### config.mk
export PLATFORM = sky130hd
export DESIGN_NAME = mdu_issue_ctrl
export DESIGN_NICKNAME = d
export VERILOG_FILES = /design/src/rtl/mdu_pkg.sv /design/src/rtl/mdu_lat_counter.sv /design/src/rtl/mdu_issue_ctrl.sv
export SDC_FILE = /design/constraint.sdc
export NUM_CORES = 1
export LEC_CHECK = 0
export CAP_MARGIN = 20
export CORE_AREA = 4 4 41 43
export DETAILED_ROUTE_END_ITERATION = 6
export DIE_AREA = 0 0 45 47
export PLACE_DENSITY = 0.75
export SYNTH_ARGS = -nofsm -noshare
export SYNTH_HDL_FRONTEND = slang
export SYNTH_SLANG_ARGS = --single-unit
### constraint.sdc
create_clock -name clk -period 3.9 [get_ports clk]
set_input_delay 0.78 -clock clk [delete_from_list [all_inputs] [get_ports clk]]
set_output_delay 0.78 -clock clk [all_outputs]
set_load 0.01 [all_outputs]
### src/rtl/mdu_pkg.sv
// Shared opcode encoding, default latencies and op classification for the MDU issue path.
// Latency: n/a (types and pure functions). Backpressure: n/a.
package mdu_pkg;

    typedef enum logic [3:0] {
        OP_NONE  = 4'd0,
        OP_MULT  = 4'd1,
        OP_MULTU = 4'd2,
        OP_DIV   = 4'd3,
        OP_DIVU  = 4'd4,
        OP_MFHI  = 4'd5,
        OP_MFLO  = 4'd6,
        OP_MTHI  = 4'd7,
        OP_MTLO  = 4'd8,
        OP_MSUB  = 4'd9
    } mdu_op_e;

    localparam int unsigned MDU_MULT_LAT_DEF = 5;
    localparam int unsigned MDU_DIV_LAT_DEF  = 10;

    function automatic logic is_long(input logic [3:0] op);
        return (op == OP_MULT) || (op == OP_MULTU) || (op == OP_DIV) ||
               (op == OP_DIVU) || (op == OP_MSUB);
    endfunction

    function automatic logic is_access(input logic [3:0] op);
        return (op == OP_MFHI) || (op == OP_MFLO) || (op == OP_MTHI) || (op == OP_MTLO);
    endfunction

    function automatic logic is_div(input logic [3:0] op);
        return (op == OP_DIV) || (op == OP_DIVU);
    endfunction

endpackage

### src/rtl/mdu_lat_counter.sv
// Loadable 4-bit down-counter with zero flag; counts out MDU operation latency.
// Latency: load/decrement visible the cycle after the edge. Backpressure: none, saturates at 0.
module mdu_lat_counter (
    input  logic       clk,
    input  logic       reset,
    input  logic       load,
    input  logic [3:0] load_val,
    input  logic       dec,
    output logic       zero
);

    logic [3:0] cnt_q, cnt_d;

    always_comb begin
        cnt_d = cnt_q;
        if (load) begin
            cnt_d = load_val;
        end else if (dec && (cnt_q != 4'd0)) begin
            cnt_d = cnt_q - 4'd1;
        end
    end

    always_ff @(posedge clk) begin
        if (reset) begin
            cnt_q <= 4'd0;
        end else begin
            cnt_q <= cnt_d;
        end
    end

    assign zero = (cnt_q == 4'd0);

endmodule

### src/rtl/mdu_issue_ctrl.sv
// MDU issue sequencer: one-cycle start, latency count-out, HI/LO commit strobe, E-stage stall.
// Latency: start comb on accept, hilo_we LAT cycles later. Backpressure: stall while busy.
// Optional MDU_DIV0_FAST_EN adds a div0 input that shortens divide-by-zero to one cycle.
module mdu_issue_ctrl
    import mdu_pkg::*;
#(
    parameter int unsigned MULT_LAT = MDU_MULT_LAT_DEF,
    parameter int unsigned DIV_LAT  = MDU_DIV_LAT_DEF
) (
    input  logic       clk,
    input  logic       reset,
    input  logic       req_valid,
    input  logic [3:0] req_op,
    input  logic       flush,
    output logic       mdu_start,
    output logic [3:0] mdu_op,
    output logic       hilo_we,
    output logic [1:0] move_we,
    output logic       busy,
    output logic       stall
`ifdef MDU_DIV0_FAST_EN
    ,
    input  logic       div0
`endif
);

    localparam logic [0:0] ST_IDLE = 1'b0;
    localparam logic [0:0] ST_RUN  = 1'b1;

    logic [0:0] state_q, state_d;
    logic [3:0] op_q, op_d;
    logic       run;
    logic       cls_any;
    logic       req;
    logic       accept;
    logic       cnt_zero;
    logic [3:0] lat_m1;

    assign run     = (state_q == ST_RUN);
    assign cls_any = is_long(req_op) || is_access(req_op);
    assign req     = req_valid && !flush && cls_any;
    assign accept  = !run && req && is_long(req_op);

    always_comb begin
        lat_m1 = is_div(req_op) ? 4'(DIV_LAT - 1) : 4'(MULT_LAT - 1);
`ifdef MDU_DIV0_FAST_EN
        if (is_div(req_op) && div0) begin
            lat_m1 = 4'd0;
        end
`endif
    end

    always_comb begin
        move_we = 2'b00;
        if (!run && req) begin
            if (req_op == OP_MTHI) begin
                move_we = 2'b10;
            end else if (req_op == OP_MTLO) begin
                move_we = 2'b01;
            end
        end
    end

    // Flush is ignored here: an in-flight op still blocks younger MDU instructions.
    assign stall     = run && req_valid && cls_any;
    assign mdu_start = accept;
    assign hilo_we   = run && cnt_zero;
    assign busy      = run;
    assign mdu_op    = op_q;

    always_comb begin
        state_d = state_q;
        op_d    = op_q;
        if (accept) begin
            state_d = ST_RUN;
            op_d    = req_op;
        end else if (hilo_we) begin
            state_d = ST_IDLE;
        end
    end

    always_ff @(posedge clk) begin
        if (reset) begin
            state_q <= ST_IDLE;
            op_q    <= OP_NONE;
        end else begin
            state_q <= state_d;
            op_q    <= op_d;
        end
    end

    mdu_lat_counter u_cnt (
        .clk      (clk),
        .reset    (reset),
        .load     (accept),
        .load_val (lat_m1),
        .dec      (run),
        .zero     (cnt_zero)
    );

endmodule

==> impl_metrics.json, run 1 <==
{
  "clk_path_buf_depth": 2,
  "hp-class": "register to register",
  "antenna_found_initial": 0,
  "period_needed_ns": 3.55,
  "relSlewSlack_pct": 77.3,
  "wl_per_cell_um": 12.0,
  "io_buffer_count": 17,
  "p_total_uw": 207,
  "die_x_um": 45,
  "detailedRoute.firstPassIterationCount": 4,
  "arrival_ns": 2.77,
  "cts_setup_buffers": 0,
  "crit_path_end_kind": "primary output",
  "clk_pin_slew_ns": 0.06,
  "layout.cells.non_filler": 106,
  "post-route-period-util_pct": 90.9,
  "routed_wl_mm": 1.27,
  "hold_depth": 2,
  "powerDensity_mw_per_mm2": 268,
  "die_h_um": 47,
  "syn_area_per_cell_um2": 7.94,
  "setup_tns_ns": 0,
  "max_cap_violations": 0,
  "cts_htree_levels": 1,
  "slew_viol_final": 0,
  "cts.repair.resized": 0,
  "nets": 101,
  "hold_viol": 0,
  "worst_pin_slew_ns": 0.338,
  "hpwl_um": 984,
  "cp.required_ns": 3.12,
  "path_class": "input pin to primary output",
  "rsz0062_at_grt": "false",
  "grt_max_degree": 11,
  "netlist_top_cells_count": "a21oi_1, dfxtp_1, nand2_1",
  "ff2ff_path_depth": 7,
  "grt_usage_pct": 14.1,
  "num_rows": 13,
  "ant_nets": 0,
  "gp_congestion": 0.784,
  "timing.fmax_mhz": 282,
  "finalInstanceArea_um2": 772,
  "core_mm2": 0.00130,
  "status": "finished clean",
  "dieArea_mm2": 0.00212,
  "drive_gt1_share_pct": 13.2,
  "ys_types": 33,
  "netlist.area_leader.share_pct": 31.5,
  "area_delta_synth_final_pct": 35.0,
  "netlist_area_um2": 572,
  "grt_first_pass_wirelength_mm": 2.24,
  "synth_edf_count": 0,
  "setup_viol": 0,
  "cts_tree": "yes",
  "min-delay-start": "mdu_op[3]",
  "synthFlopType": "dfxtp_1",
  "drc": 0,
  "ioPinCount": 18,
  "cts_buffers": 3,
  "overflow": 0,
  "yosysWarnings": 0,
  "antenna-diode-count": 0,
  "syn_nets": 81,
  "vdd_drop_max_uv": 221,
  "seq_area_frac_synth_pct": 31.5,
  "start_kind": "input pin",
  "start_util_pct": 43.9,
  "clockRootBuffer": "clkbuf_4",
  "drt_iter0_markers": 13,
  "grt_pass1_vias": 517,
  "num_vias": 570,
  "r2r_slack_ns": 2.08,
  "synth_top_cell_by_area": "dfxtp_1",
  "cts_sinks": 9,
  "r2r-start": "u_cnt.cnt_q[0]",
  "path_max_fanout": 10,
  "p_leak_nw": 0.268,
  "ys_ff_latch": 9,
  "viasPerCell": 5.38,
  "post_dp_cell_area_um2": 746,
  "hold_ws_ns": 0.463,
  "fin_worst_skew_ns": 0.00711,
  "dpl.cell_count": 102,
  "syn_inst": 72,
  "async_reset_ff_share_pct": 0,
  "reg2reg_to": "u_cnt.cnt_q[3]",
  "ys_top_cells_by_area": "dfxtp_1, a21oi_1, nand2_1, nor2_1, nor3_1",
  "cts_hold_buf": 0,
  "hold_end": "mdu_op[3]",
  "clkLatencyLatePin_ns": 0.26
}
==> cell type report <==
type | count | area (um^2)
fillers | 118 | 529
multi-input cells | 55 | 352
flip-flops and latches | 9 | 180
repair buffers | 17 | 170
clock buffers | 4 | 26.3
inverters | 6 | 25.0
well taps | 15 | 18.8
==> worst max-delay path by stage <==
stage               cells after the start  slack, ns    endpoint      start
global placement                        4       0.37  move_we[1]  req_op[3]
finish                                  6       0.35   mdu_start  req_op[1]
global route                            6       0.22   mdu_start  req_op[1]
detailed placement                      6       0.35   mdu_start  req_op[1]
floorplan                               5       1.45   mdu_start  req_op[1]
CTS                                     6       0.35   mdu_start  req_op[1]
==> power by group <==
group	internal, mW	switching [mW]
logic	0.0198	0.0195
registers	0.0947	0.00238
clock network	0.0393	0.0315
==> cell families (layout without fill, tap and decap cells) <==
family          count (synthesis)  after routing  synth area share [%]
compound gates                 19             19                  22.5
xor+xnor                        1              1                  1.53
fa+ha+maj                       1              1                  2.19
buf+inv                         8             27                  7.00
flops                           9              9                  31.5
simple gates                   34             34                  35.2
==> routing by layer <==
layer	GRT usage [%]	vias up	share of wire, %	wire length (um)
met2	21.2	19	44	561
li1	-	300	-	-
met1	20.1	251	50	640
met5	0	-	0	0
met3	3.83	0	5.4	68
met4	3.51	0	0	0
==> registers in the layout, summed over array words and instances (netlist names) <==
name / cells
busy: 1
mdu_op: 4
u_cnt.cnt_q: 4
==> per-stage QoR <==
stage	setup slack, ns	util, %
detailed placement	0.354	57.3
CTS	0.348	59.3
finish	0.355	59.3
global route	0.225	59.3
floorplan	1.45	-
global placement	0.371	57.3
==> layout by cell type (no fill, tap or decap) <==
cell | synthesis | layout
nor3_2 | 1 | 1
or4_2 | 1 | 1
xnor2_1 | 1 | 1
o21ai_0 | 2 | 2
o31ai_1 | 1 | 1
nand2_1 | 9 | 9
a21oi_1 | 9 | 9
or2b_1 | 1 | 1
o21ai_4 | 1 | 1
and4_1 | 1 | 1
dfxtp_1 | 9 | 9
and2_0 | 1 | 1
or2_2 | 1 | 1
or3b_2 | 1 | 1
nor3b_2 | 1 | 1
a32oi_1 | 1 | 1
nand3b_1 | 1 | 1
or4b_4 | 1 | 1
a2bb2oi_1 | 1 | 1
a311oi_1 | 2 | 2
ha_1 | 1 | 1
a31oi_1 | 1 | 1
nor2b_1 | 2 | 2
clkbuf_4 | 0 | 3
clkbuf_1 | 0 | 1
inv_1 | 5 | 5
nor2_1 | 6 | 6
and3_1 | 1 | 1
clkdlybuf4s50_1 | 0 | 17
nor3_1 | 4 | 4
nand2b_1 | 1 | 1
and4_2 | 1 | 1
inv_4 | 1 | 1
o31a_1 | 1 | 1
==> critical path: stages <==
cell and delay [ns]:
clkdlybuf4s50_1 0.53, or2_2 0.37, nor3_1 0.29, o21ai_4 0.14
inv_4 0.12, clkdlybuf4s50_1 0.54
Note: power is estimated with default switching activity, not from simulation.
==> run 2: changes to the inputs <==
--- a/config.mk
+++ b/config.mk
@@ -9,7 +9,8 @@
 export CORE_AREA = 4 4 41 43
 export DETAILED_ROUTE_END_ITERATION = 6
 export DIE_AREA = 0 0 45 47
-export PLACE_DENSITY = 0.75
+export PLACE_DENSITY = 0.78
 export SYNTH_ARGS = -nofsm -noshare
 export SYNTH_HDL_FRONTEND = slang
+export SYNTH_HIERARCHICAL = 1
 export SYNTH_SLANG_ARGS = --single-unit
==> impl_metrics.json, run 2 <==
{
  "cts_setup_buffers": 0,
  "synth_edf_count": 0,
  "synthXorXnorAreaFrac_pct": 0,
  "hp-class": "register to register",
  "path_class": "input pin to primary output",
  "ys_types": 33,
  "fill_cells": 120,
  "timing.fmax_mhz": 315,
  "r2r_slack_ns": 2.06,
  "seqPwrFrac_pct": 44.6,
  "powerDensity_mw_per_mm2": 279,
  "synth_mux_area_share_pct": 8.25,
  "worst_slack_ns": 0.721,
  "cp.required_ns": 3.12,
  "cts_htree_levels": 1,
  "layout_common_cells": "clkdlybuf4s50_1, dfxtp_1, nor2_1, nand2b_1, mux2i_1",
  "netlist_area_um2": 607,
  "async_reset_ff_share_pct": 0,
  "antenna_found_initial": 0,
  "hpwl_um": 912,
  "vdd_drop_max_uv": 246,
  "drc": 0,
  "clk_pin_slew_ns": 0.06,
  "io_buffer_count": 17,
  "power.share.clock_pct": 32.0,
  "seq_area_frac_synth_pct": 29.7,
  "die_h_um": 47,
  "fin_worst_skew_ns": 0.00347,
  "synth_top_cell_by_area": "dfxtp_1",
  "multiInputGateArea_um2": 393,
  "core_mm2": 0.00130,
  "cts_sinks": 9,
  "synth_most_common_cell": "dfxtp_1",
  "finalInstanceArea_um2": 811,
  "regArea_um2": 180,
  "hold_viol": 0,
  "cts_buffers": 3,
  "setup_viol": 0,
  "worst_pin_slew_ns": 0.501,
  "wl_per_cell_um": 12.2,
  "synth_fa_ha_area_share_pct": 2.06,
  "p_switching_uw": 62.4,
  "grt_pass1_vias": 531,
  "max_cap_violations": 0,
  "dieArea_mm2": 0.00212,
  "rsz0062_at_grt": "false",
  "synth_top_family_by_area": "simple AND/OR/NAND/NOR gates",
  "arrival_ns": 2.40,
  "slew_viol_final": 0,
  "routed_wl_mm": 1.25,
  "grt_max_degree": 16,
  "post_dp_cell_area_um2": 785,
  "final_common_cell": "clkdlybuf4s50_1",
  "grt_usage_pct": 15.0,
  "clockRootBuffer": "clkbuf_4",
  "grt_first_pass_wirelength_mm": 2.26,
  "setup_tns_ns": 0,
  "synthSimpleGateAreaFrac_pct": 35.3,
  "cts_hold_buf": 0,
  "p_leak_nw": 0.295,
  "ioPinCount": 18,
  "start_kind": "input pin",
  "syn_inst": 68,
  "crit_path_end_kind": "primary output",
  "ant_nets": 0,
  "ys_ff_latch": 9,
  "antenna-diode-count": 0,
  "relSlewSlack_pct": 66.5,
  "die_x_um": 45,
  "clk_path_buf_depth": 2,
  "synthFlopType": "dfxtp_1",
  "period_needed_ns": 3.18,
  "netlist.area_leader.share_pct": 29.7,
  "synth-compound-area-share_pct": 18.6,
  "netlist_top_cells_count": "dfxtp_1, nor2_1, nand2b_1",
  "syn_area_per_cell_um2": 8.92,
  "cts_tree": "yes",
  "detailedRoute.firstPassIterationCount": 4,
  "ys_top_cells_by_area": "dfxtp_1, mux2i_1, nand2b_1, a2111oi_4, nor2_1",
  "p_sw_share_pct": 27.6,
  "gp_congestion": 0.723,
  "p_int_uw": 164,
  "drt_iter0_markers": 7,
  "yosysWarnings": 6,
  "num_rows": 13,
  "hold_ws_ns": 0.475,
  "drive_gt1_share_pct": 9.09,
  "post-route-period-util_pct": 81.5,
  "overflow": 0,
  "cts.repair.resized": 0,
  "path_max_fanout": 4,
  "num_vias": 540,
  "post-place-ws_ns": 0.721,
  "combinationalPowerShare_pct": 23.4,
  "nets": 98,
  "status": "finished clean",
  "start_util_pct": 46.6,
  "syn_nets": 77,
  "clkLatencyLatePin_ns": 0.26,
  "viasPerCell": 5.24,
  "area_delta_synth_final_pct": 33.6
}
==> run 2: cell types whose count changed in the layout (fill, tap and decap cells not counted), sizes merged, moves of 4 or more <==
cell / delta
nor3: -4
a21oi: -8
nand2: -5
mux2i: +5
nand2b: +5
==> run 2: kinds of logic after synthesis <==
group	count (synthesis)
simple gates	34
compound gates	12
flops	9
buf+inv	6
mux	5
fa+ha+maj	1
other cells	1
==> run 2: routing by layer <==
layer / global-route usage [%] / wire [um]
met1: 18.6 / 597
met2: 22.0 / 576
met3: 4.60 / 59
met4: 10.5 / 20
met5: 0 / 0
==> run 2: power groups by stage <==
stage	clock network (mW)	registers [mW]	logic, mW
after floorplan	0	0.103	0.0316
after global placement	0	0.103	0.0520
after detailed placement	0	0.103	0.0529
after CTS	0.0766	0.101	0.0531
after global routing	0.0844	0.101	0.0583
final	0.0724	0.101	0.0529
==> run 2: through the flow <==
| step | cells | total power [mW] | util (%) |
|---|---|---|---|
| after floorplan | 68 | 0.134 | - |
| after global placement | 99 | 0.155 | 60.3 |
| after detailed placement | 99 | 0.156 | 60.3 |
| after CTS | 103 | 0.231 | 62.3 |
| after global routing | 103 | 0.244 | 62.3 |
| final | 103 | 0.226 | 62.3 |
==> run 2: path summary, 6_finish.rpt <==
kind                    endpoint  depth (start not counted)      start
hold / removal         mdu_op[1]                          2  mdu_op[1]
setup / recovery       mdu_start                          4  req_valid
setup reg to reg  u_cnt/cnt_q[1]                          5       busy
hold reg to reg        mdu_op[1]                          2  mdu_op[1]
==> run 2: cell type report <==
class	count	area share, %
timing repair buffer	18	21.9
inverter	4	1.85
sequential	9	22.2
clock buffer	4	3.24
multi-input combinational	53	48.5
tap	15	2.31
==> run 2: critical path, stage by stage <==
cell and delay, ns:
clkdlybuf4s50_1 0.46, nor3b_1 0.34, o311a_1 0.26, clkdlybuf4s50_1 0.55
==> RTL change: new RTL, settings of run 2 <==
Add a define of `MDU_DIV0_FAST_EN`.
--- a/src/rtl/mdu_issue_ctrl.sv
+++ b/src/rtl/mdu_issue_ctrl.sv
@@ -1,6 +1,8 @@
 // MDU issue sequencer: one-cycle start, latency count-out, HI/LO commit strobe, E-stage stall.
 // Latency: start comb on accept, hilo_we LAT cycles later. Backpressure: stall while busy.
 // Optional MDU_DIV0_FAST_EN adds a div0 input that shortens divide-by-zero to one cycle.
+`define MDU_DIV0_FAST_EN
+
 module mdu_issue_ctrl
     import mdu_pkg::*;
 #(
Ports: changed (added div0); port bits go from 18 to 19. The function was not compared with the original's and may differ.
==> RTL change against run 2 <==
Sequential cell count unchanged. Global-route usage up 0.53 points. Total power fell by 2.1%. Final area up 1.9%. Clock skew fell by 0.0019 ns. Fmax fell by 11%. Wire length up 10%. Worst hold slack worse by 0.0064 ns. Setup slack got worse by 0.40 ns. Synthesized area down 2.3%. Die area stayed put. Non-clock buffer count grew 1. Critical path type unchanged. Critical endpoint unchanged. Highest routed layer unchanged.
==> RTL change: results (changes against run 2) <==
run status -> finished, final reports clean
iteration-0 DRC count of the detailed router -> 6 (-1)
syn avg cell area -> 8.99 um2 (+0.69%)
worst setup slack for register-to-register paths -> 1.64 ns (-0.42 ns)
met1 GRT Util -> 0.167 (-0.0191)
wire length of the first global-routing pass -> 2330 um (+3.0%)
proportion of cell area spent on the clock network -> 0.0318 (-0.000589)
diode insertion count for antenna repair -> 0 (unchanged)
number of inserted filler cells in the final layout -> 138 (+15%)
cell types with the highest counts after synthesis -> 9 x sky130_fd_sc_hd__dfxtp_1, 8 x sky130_fd_sc_hd__nor2_1, 6 x sky130_fd_sc_hd__nand2_1
maximum vdd drop -> 0.000149 V (-39%)
average vias per placed instance -> 5.45 (+4.0%)
Port-buffer cells -> 18 (+1)
compound-cell area share of the yosys netlist -> 0.249 (+0.0634)
All-Layer GR Usage -> 0.155 (+0.00530)
highest net fanout along the worst path -> 3 (-1)
syn_nets -> 76 (-1.3%)
fraction of power spent switching nets -> 0.273 (-0.00264)
proportion of layout cells with a drive suffix above 1 -> 0.124 (+0.0327)
worst r2r src -> busy$_SDFFE_PP0P_
static leakage -> 0.000282 uW (-4.6%)
Post-Synth Adder-Cell Area -> 0.0211 (+0.000478)
global-route track usage on met2 -> 0.266 (+0.0452)
main area contributors after synthesis -> sky130_fd_sc_hd__dfxtp_1 30%, sky130_fd_sc_hd__or3b_4 5.7%, sky130_fd_sc_hd__nand2b_1 5.3%
power density relative to cell area -> 268 mW/mm2 (-3.9%)
relative contribution of sequential cells to total power -> 0.448 (+0.002)
GRT met3 Usage -> 0.0536 (+0.00766)
sequential element share of the synthesized area -> 0.304 (+0.00689)
Final HPWL DP -> 1050 um (+15%)
number of global-route vias before repair -> 565 (+6.4%)
final instance area -> 826 um2 (+1.9%)
fraction of area in multi-input gates -> 0.482 (-0.00275)
Buffers excl. clock -> 19 (+1)
count of cells along the worst register-to-register path -> 6 (+1)
mux cell area share after synthesis -> 0.0338 (-0.0487)
post-synthesis cell type count -> 29 (-12%)
Placed Area -> 800 um2 (+1.9%)
measured slew at the worst slew-check pin -> 0.519 ns (+0.0185 ns)
hold-critical path depth -> 2 (unchanged)
number of antenna violations at the first check in global routing -> 0 (unchanged)
drt wl/cell -> 13.3 um (+9.0%)
routability cong. -> 0.715 (-1.1%)
Comb power frac -> 0.223 (-0.011)
Non-Clock Buffer Area Fraction -> 0.227 (+0.00814)
number of nets in the finished design -> 100 (+2.0%)
setup clock skew after layout -> 0.00158 ns (-0.00190 ns)
-- RTL change: cell types whose count changed after synthesis, moves of 2 or more --
cell	before	now
sky130_fd_sc_hd__or3b_4	1	3
sky130_fd_sc_hd__nand2_1	4	6
sky130_fd_sc_hd__o21bai_1	0	3
sky130_fd_sc_hd__mux2i_1	5	2
sky130_fd_sc_hd__nor2b_1	3	1
-- RTL change: per-stage QoR --
step	setup slack, ns	std cells	hold slack, ns
after floorplan	1.15	66	0.484
after global placement	0.341	100	0.454
after detailed placement	0.329	100	0.464
after CTS	0.324	104	0.475
after global routing	0.256	104	0.500
final	0.325	104	0.469
-- RTL change: kinds of logic (layout without fill, tap and decap cells) --
| kind of cell | after synthesis | after routing |
|---|---|---|
| buffers and inverters | 4 | 27 |
| DFF | 9 | 9 |
| muxes | 2 | 2 |
| adders and majority gates | 1 | 1 |
| and+or+nand+nor | 35 | 35 |
| other | 1 | 1 |
| AOI/OAI and AO/OA | 14 | 14 |
-- RTL change: metal layers --
layer  vias to the layer above  wire [um]
met2                        18        611
li1                        287          -
met4                         0         28
met5                         -          0
met1                       259        635
met3                         3        104
-- RTL change: critical path, stage by stage --
cell,delay [ns]
sky130_fd_sc_hd__clkdlybuf4s50_1,0.46
sky130_fd_sc_hd__or3b_4,0.38
sky130_fd_sc_hd__or3b_4,0.40
sky130_fd_sc_hd__o31ai_4,0.20
sky130_fd_sc_hd__clkdlybuf4s50_1,0.57
-- RTL change: worst max-delay path by stage --
stage	startpoint	to	slack, ns
6_report	req_valid	mdu_start	0.33
5_1_grt	req_valid	mdu_start	0.26
4_1_cts	req_valid	mdu_start	0.32
3_5_place_dp	req_valid	mdu_start	0.33
3_3_place_gp	req_valid	mdu_start	0.34
2_1_floorplan	flush	mdu_start	1.15
